### config.mk
export PLATFORM = sky130hd
export DESIGN_NAME = fetch_unit_flat
export DESIGN_NICKNAME = d
export VERILOG_FILES = /design/src/rtl/fetch_unit_pkg.sv /design/src/rtl/fetch_unit_if.sv /design/src/rtl/fetch_unit.sv /design/src/flat_wrapper.sv
export SDC_FILE = /design/constraint.sdc
export NUM_CORES = 1
export LEC_CHECK = 0
export BUFFER_PORTS_ARGS = -buffer_cell sky130_fd_sc_hd__buf_2
export CAP_MARGIN = 20
export CORE_MARGIN = 4
export CORE_UTILIZATION = 54
export CTS_BUF_LIST = sky130_fd_sc_hd__clkbuf_4 sky130_fd_sc_hd__clkbuf_8
export CTS_CLUSTER_SIZE = 12
export DETAILED_ROUTE_END_ITERATION = 12
export HOLD_SLACK_MARGIN = 0.12
export PLACE_DENSITY = 0.88
export SYNTH_ARGS = -nofsm -noshare
export SYNTH_HDL_FRONTEND = slang
export SYNTH_SLANG_ARGS = --single-unit
### constraint.sdc
create_clock -name CLK -period 3.4 [get_ports CLK]
set_input_delay 0.34 -clock CLK [delete_from_list [all_inputs] [get_ports CLK]]
set_output_delay 0.34 -clock CLK [all_outputs]
set_load 0.02 [all_outputs]
### src/rtl/fetch_unit_pkg.sv
// Shared fetch-stage definitions: FSM state encoding, PC stride and the
// basic instruction-word types used by fetch and decode.
package fetch_unit_pkg;

    localparam int XLEN_DEFAULT = 32;

    // Byte distance between consecutive sequential fetches.
    localparam int PC_STEP = 4;

    typedef logic [XLEN_DEFAULT-1:0] instr_word_t;
    typedef logic [XLEN_DEFAULT-1:0] fetch_addr_t;

    // S_REQ: request presented; S_WAIT: awaiting response; S_HOLD: word offered to decoder.
    typedef enum logic [1:0] {
        S_REQ  = 2'd0,
        S_WAIT = 2'd1,
        S_HOLD = 2'd2
    } fetch_state_t;

    // True when an address is not aligned to a 32-bit instruction word.
    function automatic logic is_misaligned(input logic [1:0] low_bits);
        return (low_bits != 2'b00);
    endfunction

endpackage

### src/rtl/fetch_unit_if.sv
// Bus bundle between the fetch unit and its environment: instruction-memory
// request/response, redirect from execute, and the decoder-facing word.
//
// Handshake rules: a request transfers on a clock edge where
// imem_req_valid && imem_req_ready; the producer keeps valid and address
// stable until that edge. imem_rsp_valid is a one-cycle pulse with no
// back-pressure, one per accepted request. The decoder word transfers on an
// edge where instr_valid && instr_ready; instr/instr_pc stay stable while
// instr_valid is high and not yet consumed. redirect_valid is a one-cycle pulse.
interface fetch_unit_if #(
    parameter int XLEN = 32
);
    logic            imem_req_valid;
    logic            imem_req_ready;
    logic [XLEN-1:0] imem_addr;
    logic            imem_rsp_valid;
    logic [XLEN-1:0] imem_rsp_data;
    logic            redirect_valid;
    logic [XLEN-1:0] redirect_pc;
    logic            instr_valid;
    logic            instr_ready;
    logic [XLEN-1:0] instr;
    logic [XLEN-1:0] instr_pc;
    logic            misalign_err;

    // Fetch unit side.
    modport master (
        output imem_req_valid, imem_addr, instr_valid, instr, instr_pc, misalign_err,
        input  imem_req_ready, imem_rsp_valid, imem_rsp_data, redirect_valid, redirect_pc,
               instr_ready
    );

    // Memory / execute / decoder side.
    modport slave (
        input  imem_req_valid, imem_addr, instr_valid, instr, instr_pc, misalign_err,
        output imem_req_ready, imem_rsp_valid, imem_rsp_data, redirect_valid, redirect_pc,
               instr_ready
    );

endinterface

### src/rtl/fetch_unit.sv
// Instruction fetch stage: owns the PC, keeps at most one memory request
// outstanding, holds the returned word for the decoder, and applies
// redirects from execute while discarding stale in-flight or held words.
module fetch_unit
    import fetch_unit_pkg::*;
#(
    parameter int              XLEN     = 32,
    parameter logic [XLEN-1:0] RESET_PC = '0
) (
    input  logic         CLK,
    input  logic         reset,
    fetch_unit_if.master bus,
    output fetch_state_t dbg_state_o
);

    fetch_state_t    state_q, state_d;
    logic [XLEN-1:0] pc_q, pc_d;
    logic            kill_q, kill_d;
    logic            instr_valid_q, instr_valid_d;
    logic [XLEN-1:0] instr_q, instr_d;
    logic [XLEN-1:0] instr_pc_q, instr_pc_d;
    logic            misalign_q, misalign_d;
    logic            req_valid;
    logic            req_fire;

    // Request is held low while reset is asserted so nothing leaks out
    // during reset; it may rise in the first cycle after release.
    assign req_valid = (state_q == S_REQ) && reset;
    assign req_fire  = req_valid && bus.imem_req_ready;

    assign bus.imem_req_valid = req_valid;
    assign bus.imem_addr      = pc_q;
    assign bus.instr_valid    = instr_valid_q;
    assign bus.instr          = instr_q;
    assign bus.instr_pc       = instr_pc_q;
    assign bus.misalign_err   = misalign_q;
    assign dbg_state_o        = state_q;

    // Next-state: normal fetch sequencing, then redirect overrides everything.
    always_comb begin
        state_d       = state_q;
        pc_d          = pc_q;
        kill_d        = kill_q;
        instr_valid_d = instr_valid_q;
        instr_d       = instr_q;
        instr_pc_d    = instr_pc_q;
        misalign_d    = 1'b0;

        case (state_q)
            S_REQ: begin
                if (req_fire) begin
                    state_d = S_WAIT;
                end
            end
            S_WAIT: begin
                if (bus.imem_rsp_valid) begin
                    if (kill_q) begin
                        // Response belongs to a fetch made before a redirect.
                        kill_d  = 1'b0;
                        state_d = S_REQ;
                    end else begin
                        instr_d       = bus.imem_rsp_data;
                        instr_pc_d    = pc_q;
                        pc_d          = pc_q + XLEN'(PC_STEP);
                        instr_valid_d = 1'b1;
                        state_d       = S_HOLD;
                    end
                end
            end
            S_HOLD: begin
                if (bus.instr_ready) begin
                    instr_valid_d = 1'b0;
                    state_d       = S_REQ;
                end
            end
            default: begin
                state_d = S_REQ;
            end
        endcase

        if (bus.redirect_valid) begin
            pc_d          = {bus.redirect_pc[XLEN-1:2], 2'b00};
            instr_valid_d = 1'b0;
            instr_d       = instr_q;
            instr_pc_d    = instr_pc_q;
            misalign_d    = is_misaligned(bus.redirect_pc[1:0]);
            // A request still owes a response only if it was in flight and
            // not answered this cycle, or it is being accepted right now.
            if (((state_q == S_WAIT) && !bus.imem_rsp_valid) || req_fire) begin
                kill_d  = 1'b1;
                state_d = S_WAIT;
            end else begin
                kill_d  = 1'b0;
                state_d = S_REQ;
            end
        end
    end

    // State, PC, kill flag and decoder-facing output registers.
    always_ff @(posedge CLK or negedge reset) begin
        if (!reset) begin
            state_q       <= S_REQ;
            pc_q          <= RESET_PC;
            kill_q        <= 1'b0;
            instr_valid_q <= 1'b0;
            instr_q       <= '0;
            instr_pc_q    <= '0;
            misalign_q    <= 1'b0;
        end else begin
            state_q       <= state_d;
            pc_q          <= pc_d;
            kill_q        <= kill_d;
            instr_valid_q <= instr_valid_d;
            instr_q       <= instr_d;
            instr_pc_q    <= instr_pc_d;
            misalign_q    <= misalign_d;
        end
    end

endmodule

### src/flat_wrapper.sv
// flat-port wrapper written by rule: the top's interface ports become plain ports
module fetch_unit_flat import fetch_unit_pkg::*;
#(
    parameter int              XLEN     = 32,
    parameter logic [XLEN-1:0] RESET_PC = '0
)
  (CLK, reset, dbg_state_o, bus_imem_req_valid, bus_imem_addr, bus_instr_valid, bus_instr, bus_instr_pc, bus_misalign_err, bus_imem_req_ready, bus_imem_rsp_valid, bus_imem_rsp_data, bus_redirect_valid, bus_redirect_pc, bus_instr_ready);
  fetch_unit_if #(.XLEN(XLEN)) bus_i ();
  input  logic CLK;
  input  logic reset;
  output fetch_state_t dbg_state_o;
  output wire logic [$bits(bus_i.imem_req_valid)-1:0] bus_imem_req_valid;
  output wire logic [$bits(bus_i.imem_addr)-1:0] bus_imem_addr;
  output wire logic [$bits(bus_i.instr_valid)-1:0] bus_instr_valid;
  output wire logic [$bits(bus_i.instr)-1:0] bus_instr;
  output wire logic [$bits(bus_i.instr_pc)-1:0] bus_instr_pc;
  output wire logic [$bits(bus_i.misalign_err)-1:0] bus_misalign_err;
  input wire logic [$bits(bus_i.imem_req_ready)-1:0] bus_imem_req_ready;
  input wire logic [$bits(bus_i.imem_rsp_valid)-1:0] bus_imem_rsp_valid;
  input wire logic [$bits(bus_i.imem_rsp_data)-1:0] bus_imem_rsp_data;
  input wire logic [$bits(bus_i.redirect_valid)-1:0] bus_redirect_valid;
  input wire logic [$bits(bus_i.redirect_pc)-1:0] bus_redirect_pc;
  input wire logic [$bits(bus_i.instr_ready)-1:0] bus_instr_ready;
  assign bus_imem_req_valid = bus_i.imem_req_valid;
  assign bus_imem_addr = bus_i.imem_addr;
  assign bus_instr_valid = bus_i.instr_valid;
  assign bus_instr = bus_i.instr;
  assign bus_instr_pc = bus_i.instr_pc;
  assign bus_misalign_err = bus_i.misalign_err;
  assign bus_i.imem_req_ready = bus_imem_req_ready;
  assign bus_i.imem_rsp_valid = bus_imem_rsp_valid;
  assign bus_i.imem_rsp_data = bus_imem_rsp_data;
  assign bus_i.redirect_valid = bus_redirect_valid;
  assign bus_i.redirect_pc = bus_redirect_pc;
  assign bus_i.instr_ready = bus_instr_ready;
  fetch_unit #(.XLEN(XLEN), .RESET_PC(RESET_PC)) u_core (.CLK(CLK), .reset(reset), .bus(bus_i), .dbg_state_o(dbg_state_o));
endmodule
==> reports/metrics.cfg <==
[synth]
synth_fa_ha_area_share_pct = 0.292
synth_edf_count = 0
ys.flop_type = dfrtp_1
ys_seq_area_share_pct = 56.6
ys_warn_count = 0
yosys.area.top_type = dfrtp_1
yosysMostFrequentCell = dfrtp_1
synth_area_sq_um = 4290
syn_avg_cell_area_sq_um = 11.9
synth_top_area_share_pct = 56.6
synth-simple-area-share_pct = 12.9
yosys-top-cells-area = dfrtp_1, mux2_2, or4_1, nand2_1, a31oi_1
synth_compound_area_share_pct = 7.84
muxShareOfSynthArea_pct = 16.8
synth_xor_area_share_pct = 2.25
synthCells = 362
synth_top_family_by_area = multiplexers
async_flop_share_pct = 100
ys_seq_elements = 97
yosysUniqueCellTypes = 35
synth_common_cells = dfrtp_1, mux2_2, nand2_1

[critical_path]
cp.arrival_ns = 2.63
cp_max_fo = 13
reg2reg_depth = 5
reg2reg_slack_ns = 1.06
cp_slowest_cell = or4_1
critPathKind = reg -> reg
path_common_cell = or4_1
critPathMaxStageDelay_ns = 0.67
cp_top_family = simple AND/OR/NAND/NOR gates
r2r_end = u_core.bus.imem_addr[30]$_DFFE_PN0P_
cp_data_required_time_ns = 3.69
critPathLaunch = u_core.dbg_state_o[1]$_DFFE_PN0P_
crit_buf_inv = 1
regToRegStartpoint = u_core.dbg_state_o[1]$_DFFE_PN0P_
startpoint_type = flip-flop
cp_cell_sequence = nand4bb_1, buf_4, or4_1, or4_1, a31oi_1
cp-end-kind = flip-flop

[final_layout]
drive_above_1_share_pct = 48.0
fin_util_pct = 70.6
synthToLayoutAreaGrowth_pct = 27.2
n_antenna_cell = 0
fin_nets = 592

[hold_path]
whs_endpoint = u_core.bus.imem_addr[14]$_DFFE_PN0P_
min_path_cells = 3
hold_start = bus_redirect_pc[14]
hp-class = in -> reg

[clock_tree]
worstSkewPairLatency_ns = 0.36
cts_buffers = 9
root_buffer = clkbuf_8
cts_hold_buf = 1
htree_num_levels = 3
cts_setup_buffers = 0
cts_tree = built
cts_sinks = 97
cts_resized = 0
clock_path_buffers = 2
cts.reportedPaths.clkPinSlew_ns = 0.10

[timing]
rsz0062_at_grt = no
timing.final.hold_violations = 0
fmax_mhz = 427
tightest_slew_ns = 0.957
fin_crit_sh_pct = 68.9
drv_slew = 0
fin_skew_ns = 0.0122
finalSetupTns_ns = 0
maxSlewHeadroom_pct = 36.1
setup_viol = 0
min_period_ns = 2.34

[placed_design]
hpwl_um = 7660
routabilityCongestion = 0.802
port_buffers = 166

[route]
routed_wl_um = 10600
drtIter0Drc = 109
ant_nets = 0
via_per_inst = 5.48
drcViolationCount = 0
wl_per_cell_um = 16.9
dr.pass1.iters = 4
vias = 3439

[power_and_ir_drop]
p_sw_uw = 1440
pwr-share-comb_pct = 33.9
p_seq_share_pct = 42.3
clkPwrFrac_pct = 23.8
power_density_nw_per_um2 = 748
p_leak_uw = 0.00253
peakVddDrop_uv = 514
swShare_pct = 35.2
power.internal_uw = 2640

[die]
coreArea_sq_um = 7730
num_io_pins = 171
die_height_um = 97.1
start_util_pct = 55.5
row_count = 32
die_width_um = 97.1
die_area_sq_um = 9440

[grt]
antenna_found_initial = 0
grt_start_max_net_pins = 79
first_global_vias = 3663
grt_usage_pct = 23.4
grt_first_pass_wirelength_um = 17900
grt-ovfl-total = 0

[run]
drv_cap = 0

[status]
outcome = finished clean

## cells in the final DEF, fill, tap and decap left out, drive strengths merged, types with 10 or more instances in the layout
master and instances:
a31oi 15, o21ai 17, nor2 21, buf 169
dfrtp 97, nand2 27, xnor2 10, or4 15
mux2 63, o31ai 12
## metrics by stage
stage	area, sq um	total power (uW)	cells	setup WS (ns)	hold slack [ns]
finish	5460	4080	627	1.06	0.178
global route	5460	4300	627	0.949	0.158
CTS	5460	4120	627	1.07	0.173
detailed placement	5190	3150	611	1.08	0.257
global placement	5190	3080	611	1.18	0.248
floorplan	4300	2590	365	1.25	0.0444
## cells by family (layout without fill, tap and decap cells)
logic type | count (synthesis) | count (layout)
buffers and inverters | 31 | 191
DFF | 97 | 97
other | 1 | 4
muxes | 64 | 64
and+or+nand+nor | 104 | 104
AOI/OAI and AO/OA | 53 | 53
xor gates and xnor gates | 11 | 11
adders and majority gates | 1 | 1
## state kept, by name, indices dropped and copies added (netlist names)
| name | cells |
|---|---|
| u_core.bus.instr_valid | 1 |
| u_core.kill_q | 1 |
| u_core.bus.instr_pc | 30 |
| u_core.bus.instr | 32 |
| u_core.dbg_state_o | 2 |
| u_core.bus.misalign_err | 1 |
| u_core.bus.imem_addr | 30 |
## worst max-delay path by stage
stage / cells past startpoint / end
6_report: 5 / u_core.bus.imem_addr[30]$_DFFE_PN0P_
5_1_grt: 5 / u_core.bus.imem_addr[19]$_DFFE_PN0P_
4_1_cts: 5 / u_core.bus.imem_addr[30]$_DFFE_PN0P_
3_5_place_dp: 5 / u_core.bus.imem_addr[30]$_DFFE_PN0P_
3_3_place_gp: 5 / u_core.bus.imem_addr[30]$_DFFE_PN0P_
2_1_floorplan: 6 / u_core.bus.imem_addr[26]$_DFFE_PN0P_
## area by class of cell
cell class                      count  area, sq um
Clock buffer                        9          124
Clock inverter                      6          138
Fill cell                         550         2270
Inverter                            6         22.5
Multi-Input combinational cell    237         1740
Sequential cell                    97         2430
Tap cell                          102          128
Timing Repair Buffer              170          878
## power groups by stage
| stage | Clock, uW | Combinational [uW] | Sequential [uW] |
|---|---|---|---|
| 2_1_floorplan | 0 | 394 | 2190 |
| 3_3_place_gp | 0 | 1360 | 1720 |
| 3_5_place_dp | 0 | 1400 | 1750 |
| 4_1_cts | 985 | 1400 | 1730 |
| 5_1_grt | 1030 | 1480 | 1780 |
| 6_report | 971 | 1380 | 1730 |
## per-layer routing
| layer | GRT usage [%] | wire (um) | vias up |
|---|---|---|---|
| li1 | - | - | 1630 |
| met1 | 28.7 | 4290 | 1665 |
| met5 | 0 | 0 | - |
| met4 | 10.0 | 314 | 0 |
| met3 | 6.60 | 659 | 29 |
| met2 | 38.8 | 5360 | 115 |
## worst reg2reg max path, cell delays in order, from the launching register on
cell	delay, ns
dfrtp_1	0.48
nand4bb_1	0.21
buf_4	0.20
or4_1	0.68
or4_1	0.51
a31oi_1	0.20
Note: power is estimated with default switching activity, not from simulation.
